--- config.mk ---
export PLATFORM = sky130hd
export DESIGN_NAME = pipe_hazard_ctrl_flat
export DESIGN_NICKNAME = d
export VERILOG_FILES = /design/src/rtl/pipe_hazard_ctrl_pkg.sv /design/src/rtl/pipe_hazard_ctrl_if.sv /design/src/rtl/hazard_perf_cnt.sv /design/src/rtl/pipe_hazard_ctrl.sv /design/src/flat_wrapper.sv
export SDC_FILE = /design/constraint.sdc
export NUM_CORES = 1
export LEC_CHECK = 0
export BUFFER_PORTS_ARGS = -buffer_cell sky130_fd_sc_hd__buf_2
export CAP_MARGIN = 5
export CORE_ASPECT_RATIO = 0.9
export CORE_MARGIN = 5
export CORE_UTILIZATION = 28
export DETAILED_ROUTE_END_ITERATION = 10
export GPL_ROUTABILITY_DRIVEN = 0
export PLACE_DENSITY = 0.48
export SYNTH_ARGS = -nofsm -noshare
export SYNTH_HDL_FRONTEND = slang
export SYNTH_SLANG_ARGS = --single-unit
--- constraint.sdc ---
create_clock -name clk -period 3.7 [get_ports clk]
set_clock_uncertainty 0.05 [all_clocks]
set_input_delay 0.185 -clock clk [delete_from_list [all_inputs] [get_ports clk]]
set_output_delay 0.185 -clock clk [all_outputs]
set_load 0.05 [all_outputs]
--- src/rtl/pipe_hazard_ctrl_pkg.sv ---
// Shared pipeline definitions: sequencing FSM states, control bundle encodings,
// and the load-use hazard detector.
package pipe_hazard_ctrl_pkg;

  typedef enum logic [1:0] {
    ST_RUN      = 2'd0,
    ST_LD_STALL = 2'd1,
    ST_MEM_WAIT = 2'd2,
    ST_REDIRECT = 2'd3
  } hz_state_e;

  localparam logic [31:0] NOP_INSTR = 32'h0000_0013;

  typedef struct packed {
    logic pc_en;
    logic if_id_en;
    logic id_ex_en;
    logic ex_mem_en;
    logic mem_wb_en;
    logic if_id_flush;
    logic id_ex_flush;
    logic redirect;
  } hz_ctrl_t;

  localparam hz_ctrl_t CTRL_FREEZE = hz_ctrl_t'(8'b0000_0000);
  localparam hz_ctrl_t CTRL_RUN    = hz_ctrl_t'(8'b1111_1000);
  // Load-use bubble: hold PC and IF/ID, push a bubble into ID/EX, drain EX onward.
  localparam hz_ctrl_t CTRL_LU     = hz_ctrl_t'(8'b0011_1010);
  localparam hz_ctrl_t CTRL_MP     = hz_ctrl_t'(8'b1111_1111);

  function automatic logic load_use(
    input logic [4:0] rs1_id,
    input logic [4:0] rs2_id,
    input logic       rs1_used_id,
    input logic       rs2_used_id,
    input logic [4:0] rd_ex,
    input logic       wb_reg_file_ex,
    input logic       memtoreg_ex
  );
    return memtoreg_ex && wb_reg_file_ex && (rd_ex != 5'd0) &&
           ((rs1_used_id && (rd_ex == rs1_id)) ||
            (rs2_used_id && (rd_ex == rs2_id)));
  endfunction

endpackage

--- src/rtl/pipe_hazard_ctrl_if.sv ---
// Hazard inputs from ID / ID-EX and pipeline-register controls plus perf counters.
interface pipe_hazard_ctrl_if #(
  parameter int unsigned CNT_W = 32
);
  logic [4:0]       rs1_id;
  logic [4:0]       rs2_id;
  logic             rs1_used_id;
  logic             rs2_used_id;
  logic [4:0]       rd_ex;
  logic             wb_reg_file_ex;
  logic             memtoreg_ex;
  logic             mispredict_ex;
  logic             dmem_busy;

  logic             pc_en;
  logic             if_id_en;
  logic             id_ex_en;
  logic             ex_mem_en;
  logic             mem_wb_en;
  logic             if_id_flush;
  logic             id_ex_flush;
  logic             redirect;
  logic [CNT_W-1:0] stall_cycles;
  logic [CNT_W-1:0] flush_events;
  logic [1:0]       state_o;

  modport master (
    output rs1_id, rs2_id, rs1_used_id, rs2_used_id, rd_ex,
           wb_reg_file_ex, memtoreg_ex, mispredict_ex, dmem_busy,
    input  pc_en, if_id_en, id_ex_en, ex_mem_en, mem_wb_en,
           if_id_flush, id_ex_flush, redirect,
           stall_cycles, flush_events, state_o
  );

  modport slave (
    input  rs1_id, rs2_id, rs1_used_id, rs2_used_id, rd_ex,
           wb_reg_file_ex, memtoreg_ex, mispredict_ex, dmem_busy,
    output pc_en, if_id_en, id_ex_en, ex_mem_en, mem_wb_en,
           if_id_flush, id_ex_flush, redirect,
           stall_cycles, flush_events, state_o
  );

endinterface

--- src/rtl/hazard_perf_cnt.sv ---
// Saturating event counter: sticks at all-ones instead of wrapping.
module hazard_perf_cnt #(
  parameter int unsigned W = 32
) (
  input  logic         clk,
  input  logic         rst_n,
  input  logic         i_inc,
  output logic [W-1:0] o_count
);

  logic [W-1:0] r_count;

  always_ff @(posedge clk or negedge rst_n) begin
    if (!rst_n) begin
      r_count <= '0;
    end else if (i_inc && (r_count != '1)) begin
      r_count <= r_count + W'(1);
    end
  end

  assign o_count = r_count;

endmodule

--- src/rtl/pipe_hazard_ctrl.sv ---
// Pipeline sequencing controller: load-use bubbles, mispredict redirects and
// dmem freezes, with saturating stall/flush counters.
module pipe_hazard_ctrl
  import pipe_hazard_ctrl_pkg::*;
#(
  parameter int unsigned LOAD_BUBBLES = 1,
  parameter int unsigned CNT_W        = 32
) (
  input  logic               clk,
  input  logic               rst_n,
  pipe_hazard_ctrl_if.slave  bus
);

  hz_state_e  r_state;
  hz_state_e  r_ret;
  logic [1:0] r_bcnt;
  logic       r_redir_pend;

  hz_state_e  w_state_nxt;
  hz_state_e  w_ret_nxt;
  logic [1:0] w_bcnt_nxt;
  logic       w_redir_pend_nxt;
  hz_ctrl_t   w_ctrl_fsm;
  hz_ctrl_t   w_ctrl;
  logic       w_lu;
  logic [CNT_W-1:0] w_stall_cnt;
  logic [CNT_W-1:0] w_flush_cnt;

  assign w_lu = load_use(bus.rs1_id, bus.rs2_id, bus.rs1_used_id, bus.rs2_used_id,
                         bus.rd_ex, bus.wb_reg_file_ex, bus.memtoreg_ex);

  always_ff @(posedge clk or negedge rst_n) begin
    if (!rst_n) begin
      r_state      <= ST_RUN;
      r_ret        <= ST_RUN;
      r_bcnt       <= '0;
      r_redir_pend <= 1'b0;
    end else begin
      r_state      <= w_state_nxt;
      r_ret        <= w_ret_nxt;
      r_bcnt       <= w_bcnt_nxt;
      r_redir_pend <= w_redir_pend_nxt;
    end
  end

  always_comb begin
    w_state_nxt      = r_state;
    w_ret_nxt        = r_ret;
    w_bcnt_nxt       = r_bcnt;
    w_redir_pend_nxt = r_redir_pend;
    w_ctrl_fsm       = CTRL_FREEZE;

    unique case (r_state)
      ST_RUN: begin
        if (bus.dmem_busy) begin
          w_ctrl_fsm  = CTRL_FREEZE;
          w_ret_nxt   = ST_RUN;
          w_state_nxt = ST_MEM_WAIT;
          if (bus.mispredict_ex) w_redir_pend_nxt = 1'b1;
        end else if (bus.mispredict_ex) begin
          w_ctrl_fsm = CTRL_MP;
        end else if (w_lu) begin
          w_ctrl_fsm = CTRL_LU;
          if (LOAD_BUBBLES > 1) begin
            w_bcnt_nxt  = 2'(LOAD_BUBBLES - 1);
            w_state_nxt = ST_LD_STALL;
          end
        end else begin
          w_ctrl_fsm = CTRL_RUN;
        end
      end

      ST_LD_STALL: begin
        if (bus.dmem_busy) begin
          // Freeze keeps r_bcnt so the remaining bubbles resume afterwards.
          w_ctrl_fsm  = CTRL_FREEZE;
          w_ret_nxt   = ST_LD_STALL;
          w_state_nxt = ST_MEM_WAIT;
          if (bus.mispredict_ex) w_redir_pend_nxt = 1'b1;
        end else if (bus.mispredict_ex) begin
          w_ctrl_fsm  = CTRL_MP;
          w_bcnt_nxt  = '0;
          w_state_nxt = ST_RUN;
        end else begin
          w_ctrl_fsm = CTRL_LU;
          w_bcnt_nxt = r_bcnt - 2'd1;
          if (r_bcnt <= 2'd1) w_state_nxt = ST_RUN;
        end
      end

      ST_MEM_WAIT: begin
        w_ctrl_fsm = CTRL_FREEZE;
        if (bus.mispredict_ex) w_redir_pend_nxt = 1'b1;
        if (!bus.dmem_busy) begin
          w_state_nxt = (r_redir_pend || bus.mispredict_ex) ? ST_REDIRECT : r_ret;
        end
      end

      ST_REDIRECT: begin
        w_ctrl_fsm       = CTRL_MP;
        w_redir_pend_nxt = 1'b0;
        w_state_nxt      = ST_RUN;
      end

      default: begin
        w_state_nxt = ST_RUN;
      end
    endcase
  end

  // Reset forces every control low, independent of the registered state.
  assign w_ctrl = rst_n ? w_ctrl_fsm : CTRL_FREEZE;

  hazard_perf_cnt #(.W(CNT_W)) u_stall_cnt (
    .clk     (clk),
    .rst_n   (rst_n),
    .i_inc   (~w_ctrl.pc_en),
    .o_count (w_stall_cnt)
  );

  hazard_perf_cnt #(.W(CNT_W)) u_flush_cnt (
    .clk     (clk),
    .rst_n   (rst_n),
    .i_inc   (w_ctrl.redirect),
    .o_count (w_flush_cnt)
  );

  assign bus.pc_en        = w_ctrl.pc_en;
  assign bus.if_id_en     = w_ctrl.if_id_en;
  assign bus.id_ex_en     = w_ctrl.id_ex_en;
  assign bus.ex_mem_en    = w_ctrl.ex_mem_en;
  assign bus.mem_wb_en    = w_ctrl.mem_wb_en;
  assign bus.if_id_flush  = w_ctrl.if_id_flush;
  assign bus.id_ex_flush  = w_ctrl.id_ex_flush;
  assign bus.redirect     = w_ctrl.redirect;
  assign bus.stall_cycles = w_stall_cnt;
  assign bus.flush_events = w_flush_cnt;
  assign bus.state_o      = rst_n ? r_state : ST_RUN;

endmodule

--- src/flat_wrapper.sv ---
// flat-port wrapper written by rule: the top's interface ports become plain ports
module pipe_hazard_ctrl_flat import pipe_hazard_ctrl_pkg::*;
#(
  parameter int unsigned LOAD_BUBBLES = 1,
  parameter int unsigned CNT_W        = 32
)
  (clk, rst_n, bus_rs1_id, bus_rs2_id, bus_rs1_used_id, bus_rs2_used_id, bus_rd_ex, bus_wb_reg_file_ex, bus_memtoreg_ex, bus_mispredict_ex, bus_dmem_busy, bus_pc_en, bus_if_id_en, bus_id_ex_en, bus_ex_mem_en, bus_mem_wb_en, bus_if_id_flush, bus_id_ex_flush, bus_redirect, bus_stall_cycles, bus_flush_events, bus_state_o);
  pipe_hazard_ctrl_if #(.CNT_W(CNT_W)) bus_i ();
  input  logic clk;
  input  logic rst_n;
  input wire logic [$bits(bus_i.rs1_id)-1:0] bus_rs1_id;
  input wire logic [$bits(bus_i.rs2_id)-1:0] bus_rs2_id;
  input wire logic [$bits(bus_i.rs1_used_id)-1:0] bus_rs1_used_id;
  input wire logic [$bits(bus_i.rs2_used_id)-1:0] bus_rs2_used_id;
  input wire logic [$bits(bus_i.rd_ex)-1:0] bus_rd_ex;
  input wire logic [$bits(bus_i.wb_reg_file_ex)-1:0] bus_wb_reg_file_ex;
  input wire logic [$bits(bus_i.memtoreg_ex)-1:0] bus_memtoreg_ex;
  input wire logic [$bits(bus_i.mispredict_ex)-1:0] bus_mispredict_ex;
  input wire logic [$bits(bus_i.dmem_busy)-1:0] bus_dmem_busy;
  output wire logic [$bits(bus_i.pc_en)-1:0] bus_pc_en;
  output wire logic [$bits(bus_i.if_id_en)-1:0] bus_if_id_en;
  output wire logic [$bits(bus_i.id_ex_en)-1:0] bus_id_ex_en;
  output wire logic [$bits(bus_i.ex_mem_en)-1:0] bus_ex_mem_en;
  output wire logic [$bits(bus_i.mem_wb_en)-1:0] bus_mem_wb_en;
  output wire logic [$bits(bus_i.if_id_flush)-1:0] bus_if_id_flush;
  output wire logic [$bits(bus_i.id_ex_flush)-1:0] bus_id_ex_flush;
  output wire logic [$bits(bus_i.redirect)-1:0] bus_redirect;
  output wire logic [$bits(bus_i.stall_cycles)-1:0] bus_stall_cycles;
  output wire logic [$bits(bus_i.flush_events)-1:0] bus_flush_events;
  output wire logic [$bits(bus_i.state_o)-1:0] bus_state_o;
  assign bus_i.rs1_id = bus_rs1_id;
  assign bus_i.rs2_id = bus_rs2_id;
  assign bus_i.rs1_used_id = bus_rs1_used_id;
  assign bus_i.rs2_used_id = bus_rs2_used_id;
  assign bus_i.rd_ex = bus_rd_ex;
  assign bus_i.wb_reg_file_ex = bus_wb_reg_file_ex;
  assign bus_i.memtoreg_ex = bus_memtoreg_ex;
  assign bus_i.mispredict_ex = bus_mispredict_ex;
  assign bus_i.dmem_busy = bus_dmem_busy;
  assign bus_pc_en = bus_i.pc_en;
  assign bus_if_id_en = bus_i.if_id_en;
  assign bus_id_ex_en = bus_i.id_ex_en;
  assign bus_ex_mem_en = bus_i.ex_mem_en;
  assign bus_mem_wb_en = bus_i.mem_wb_en;
  assign bus_if_id_flush = bus_i.if_id_flush;
  assign bus_id_ex_flush = bus_i.id_ex_flush;
  assign bus_redirect = bus_i.redirect;
  assign bus_stall_cycles = bus_i.stall_cycles;
  assign bus_flush_events = bus_i.flush_events;
  assign bus_state_o = bus_i.state_o;
  pipe_hazard_ctrl #(.LOAD_BUBBLES(LOAD_BUBBLES), .CNT_W(CNT_W)) u_core (.clk(clk), .rst_n(rst_n), .bus(bus_i));
endmodule
Word-level counts from Yosys, hierarchy flattened
Index checks and enable logic that the tools add are counted.
Widths: inputs -> output; s select.
- add/sub/neg operators: 3
- order comparisons: 1
- equal/unequal tests: 12
- muxes and demuxes: 22
- bitwise gates (word level): 2
- reductions and logical operators: 16
- operators by type and width (cell ; number):
    $add 32x1->32 const B ; 2
    $ne 32x32->1 const B ; 2
    $mux 8 ; 6
    $pmux 8 s4 ; 1
    $mux 2 ; 10
    $eq 5x5->1 ; 2
    $pmux 2 s4 ; 1
    $logic_and 1x1->1 ; 7
    $ne 2x2->1 const B ; 3
    $reduce_and 3->1 ; 2
    $reduce_bool 5->1 ; 1
    $eq 2x2->1 const B ; 2
    $ne 4x3->1 const B ; 1
    $pmux 2 s2 ; 1
    $pmux 1 s3 ; 1
    $eq 2x1->1 const B ; 1
    $le 2x1->1 const B ; 1
    $logic_not 2->1 ; 1
    $logic_or 1x1->1 ; 2
    $mux 1 ; 2
    $ne 2x1->1 const B ; 1
    $not 1->1 ; 2
    $reduce_and 2->1 ; 1
    $reduce_bool 2->1 ; 1
    2 further kinds ; 2
- register bits: 71
- output and inout bits: 74
- logic and storage cells: 62

Depth between registers and ports, before layout
- depth after elaboration: 11
- gate-level depth with buffers: 9
- gate-level depth less buffers: 7

Cells and area by module
From an unflattened synthesis, not the netlist that was laid out.
- cells, all modules: 364
- area, all modules: 3783.6 µm²
- modules (own cells, without submodules) (module ; instances ; cells each ; area an instance (µm²) ; sequential area each (µm²)):
    hazard_perf_cnt ; 2 ; 151 ; 1624.1 ; 800.8
    pipe_hazard_ctrl ; 1 ; 62 ; 535.5 ; 150.1

Worst setup path after synthesis
No wires, ideal clock.
- path type: flip-flop to output port
- start: reg u_core.r_state[0]
- end: out bus_id_ex_flush
- data arrival time: 2308 ps
- required time: 3465 ps
- slack: 1157 ps
- cell stages (with the launch flop): 5
- path buffers: 1
- cell sequence: dfrtp_1 buf_2 nand2b_1 and3_1 a21boi_0
- longest elaborated chain between the ends: 3
- elaborated cells on any way between the ends: 6
- ends and longest elaborated chain (element ; line ; text):
    from (decl) ; pipe_hazard_ctrl.sv:14 ; hz_state_e r_state;
    from (signal assigned) ; pipe_hazard_ctrl.sv:39 ; r_state <= w_state_nxt;
    $eq 2x2->1, or another cell as far along ; pipe_hazard_ctrl.sv:53 ; unique case (r_state)
    $pmux 8 s4 * ; pipe_hazard_ctrl.sv:53 ;
    $mux 8 * ; pipe_hazard_ctrl.sv:112 ; assign w_ctrl = rst_n ? w_ctrl_fsm : CTRL_FREEZE;
    to (decl) ; flat_wrapper.sv:26 ; output wire logic [$bits(bus_i.id_ex_flush)-1:0] bus_id_ex_flush;
Every way passes the cells marked *; elsewhere a longest branch is shown, timed or not.

Worst setup path after layout
- start: in rst_n
- end: out bus_if_id_en
- longest elaborated chain between the ends: 1
- ends and longest elaborated chain (element ; line ; text):
    from (decl) ; flat_wrapper.sv:10 ; input logic rst_n;
    $mux 8 ; pipe_hazard_ctrl.sv:112 ;
    to (decl) ; flat_wrapper.sv:21 ; output wire logic [$bits(bus_i.if_id_en)-1:0] bus_if_id_en;
Every way passes these cells.

==> results_dict.tcl <==
set metrics [dict create \
    area_growth_syn_to_layout_pct 26.2 \
    first_global_vias 2815 \
    p_switching_w 0.00109 \
    clock_network_latency_to_the_later_pin_of_the_worst_skew_pair_ns 0.33 \
    timing.critical_path.required_ns 3.46 \
    dpl_hpwl_um 6430 \
    antenna_cells 0 \
    whs_endpoint "u_core.r_state[0]" \
    synthesis.instances 346 \
    run_status "finished, final reports clean" \
    grt_antenna_before_repair 0 \
    timing_worst_setup_path_type "input port to output pin" \
    die-area_mm2 0.0154 \
    max_cap_viol_count 0 \
    grt_setup_unrepaired "no" \
    io-pin-count 97 \
    synth-edff-count 0 \
    yosysSeqAreaShare 0.481 \
    grtUsageTotal 0.117 \
    synth.most_common_cell "dfrtp_1" \
    post-route-period-util 0.780 \
    worst_r2r_path_depth 6 \
    synth.distinct_cells 46 \
    max_clock_freq_mhz 347 \
    power_density_mw_per_mm2 606 \
    syn-cell-area_mm2 0.00364 \
    cts-root-to-sink-buffers 2 \
    ys_seq_elements 70 \
    grt_overflow 0 \
    r2r_slack_ns 1.04 \
    synthTopCellsByCount "70 x dfrtp_1, 38 x xnor2_1, 34 x xor2_1, 29 x nand2_1, 24 x nor2_1" \
    switching_share_of_total_power 0.392 \
    via_count 2822 \
    grt_start_max_net_pins 41 \
    arrival_time_at_the_worst_endpoint_ns 2.65 \
    clock_net_sink_count 70 \
    worst_setup_hold_path_clk_slew_ns 0.06 \
    synthesis.nets 372 \
    detailedRoute.firstPassIterationCount 4 \
    p_leak_nw 2.27 \
    floorplan.initialDensity 0.286 \
    chipHeight_um 118 \
    fp-row-count 39 \
    synth.area.top_cells "dfrtp_1 48%, xnor2_1 9.1%, xor2_1 8.2%" \
    power.clock.fraction 0.335 \
    r2r-start "u_core.u_stall_cnt.o_count[7]" \
    ir_drop_v 0.000446 \
    tritoncts.num_buffers 9 \
    cts_tree "built" \
    post-route-drc-count 0 \
    core_area_mm2 0.0127 \
    synth_flop_cell "dfrtp_1" \
    final.min_clock_period_ns 2.88 \
    cts_root_buffer "clkbuf_16" \
    internal-power_w 0.00170 \
    synthesis.area_per_instance_um2 10.5 \
    routed_wire_length_per_instance_um 14.1 \
    yosysTopAreaCell "dfrtp_1" \
    pwr-share-comb 0.305 \
    detail_route.wirelength_um 8650 \
    power.share.sequential 0.360 \
    port_buffers 96 \
    post_cts_setup_bufs 0 \
    warning_count_from_the_yosys_run 0 \
    layout.core_utilization 0.361 \
    detail-route-antenna-nets 0 \
    timing.hold.worst_path_depth 2 \
    wire_length_of_the_first_global_routing_pass_um 14500 \
    report.final.hold_viol_count 0 \
    holdCritStartpoint "bus_dmem_busy" \
    post_cts_resized 0 \
    report.final.setup_viol 0 \
    max_slew.worst_pin.slew_ns 0.974 \
    holdCritPathClass "input port to flop" \
    synth_top_cell_area_share 0.481 \
    design.final.nets 472 \
    drive_gt1_frac 0.306 \
    worst_setup_path_start_kind "input port" \
    largest_fanout_on_the_critical_path 40 \
    rr_endpoint "u_core.u_stall_cnt.o_count[29]" \
    ctsHtreeMaxLevel 3 \
    maxSlewHeadroom 0.348 \
    route.detailed.vias_per_inst 4.59 \
    totalNegativeSetupSlack_ns 0 \
    slew_viol_final 0 \
    fraction_of_registers_with_async_set_reset 1.00 \
    die_width_um 130 \
    timing.critical_path.to_type "output pin" \
    drt_first_iter_violations 82 \
]
-- layer usage --
metal  GRT usage  part of all wire  vias to the layer above
li1            -                 -                     1404
met1       0.167              0.49                     1352
met2       0.171              0.45                       57
met3      0.0334             0.050                        9
met4      0.0357            0.0084                        0
met5           0                 0                        -
-- registers in the layout (all words and copies together), names as in the netlist --
register                    cells
u_core.r_ret                    1
u_core.r_state                  2
u_core.u_stall_cnt.o_count     32
u_core.r_bcnt                   2
u_core.r_redir_pend             1
u_core.u_flush_cnt.o_count     32
-- worst max-delay path by stage --
| stage | from | to | slack, ns | cells past startpoint |
|---|---|---|---|---|
| 3_3_place_gp | rst_n | u_core.u_flush_cnt.o_count[11] | 1.05 | 6 |
| 5_1_grt | rst_n | bus_if_id_en | 0.47 | 9 |
| 6_report | rst_n | bus_if_id_en | 0.82 | 9 |
| 3_5_place_dp | rst_n | u_core.u_flush_cnt.o_count[11] | 1.04 | 6 |
| 2_1_floorplan | u_core.r_state[0] | bus_id_ex_flush | 1.16 | 4 |
| 4_1_cts | rst_n | bus_if_id_en | 0.67 | 9 |
-- power groups by stage --
stage	clock network [W]	logic, W	registers (W)
after detailed placement	0	0.000857	0.00102
after CTS	0.000962	0.000860	0.00101
after global routing	0.000991	0.000916	0.00103
after global placement	0	0.000856	0.00102
after floorplan	0	0.000496	0.00120
final	0.000935	0.000849	0.00100
-- worst max-delay path, stage by stage --
cell           delay, ns
dlygate4sd3_1       0.53
buf_4               0.40
buf_4               0.53
a31oi_4             0.24
inv_2               0.15
a21oi_4             0.05
and2_1              0.21
inv_1               0.08
buf_2               0.26
-- final cells by class --
class | count | area, um^2
well taps | 164 | 205
flip-flops and latches | 70 | 1750
multi-input cells | 254 | 1770
inverters | 13 | 48.8
clock buffers | 10 | 229
repair buffers | 98 | 500
clock inverters | 6 | 95.1
fillers | 1291 | 8140
-- placed cells by master, fill, tap and decap left out, drive strengths merged --
master	n
clkbuf	10
xor2	34
inv	14
a21oi	5
mux2	3
ha	3
xnor2	38
nand3	22
buf	97
nand2	29
o22a	1
nor4b	3
o22ai	1
nor4	11
dlygate4sd3	1
a21o	1
or4	1
and4	6
nand2b	4
and3	9
clkinv	3
a31oi	1
or4b	1
dfrtp	70
and2	5
and2b	1
nor2	25
o211ai	2
nand4	20
a2111oi	1
bufinv	2
o21ai	2
or2	3
o221ai	1
nor3	20
a21boi	1
-- cell families after synthesis --
group / count (synthesis) / share of synthesized area
flops: 70 / 0.481
fa+ha+maj: 3 / 0.0103
buf+inv: 22 / 0.0343
simple gates: 160 / 0.250
xor+xnor: 72 / 0.173
compound gates: 16 / 0.0412
mux: 3 / 0.0103
-- metrics by stage --
stage               instance area, um^2  instances  setup slack [ns]  total power (W)  hold WS, ns
global placement                   4260        598              1.05          0.00187        0.141
floorplan                          3640        346              1.16          0.00170       -0.161
detailed placement                 4260        598              1.04          0.00188        0.132
CTS                                4600        615             0.672          0.00283       0.0425
global route                       4600        615             0.472          0.00293       0.0652
finish                             4600        615             0.815          0.00279       0.0489
-- what timing repair did --
item                                    4_1_cts  5_1_grt
endpoints found under the setup margin        0        0
hold buffers                                  1        0
hold endpoints to repair                     33        0
(Power assumes the default switching activity.)
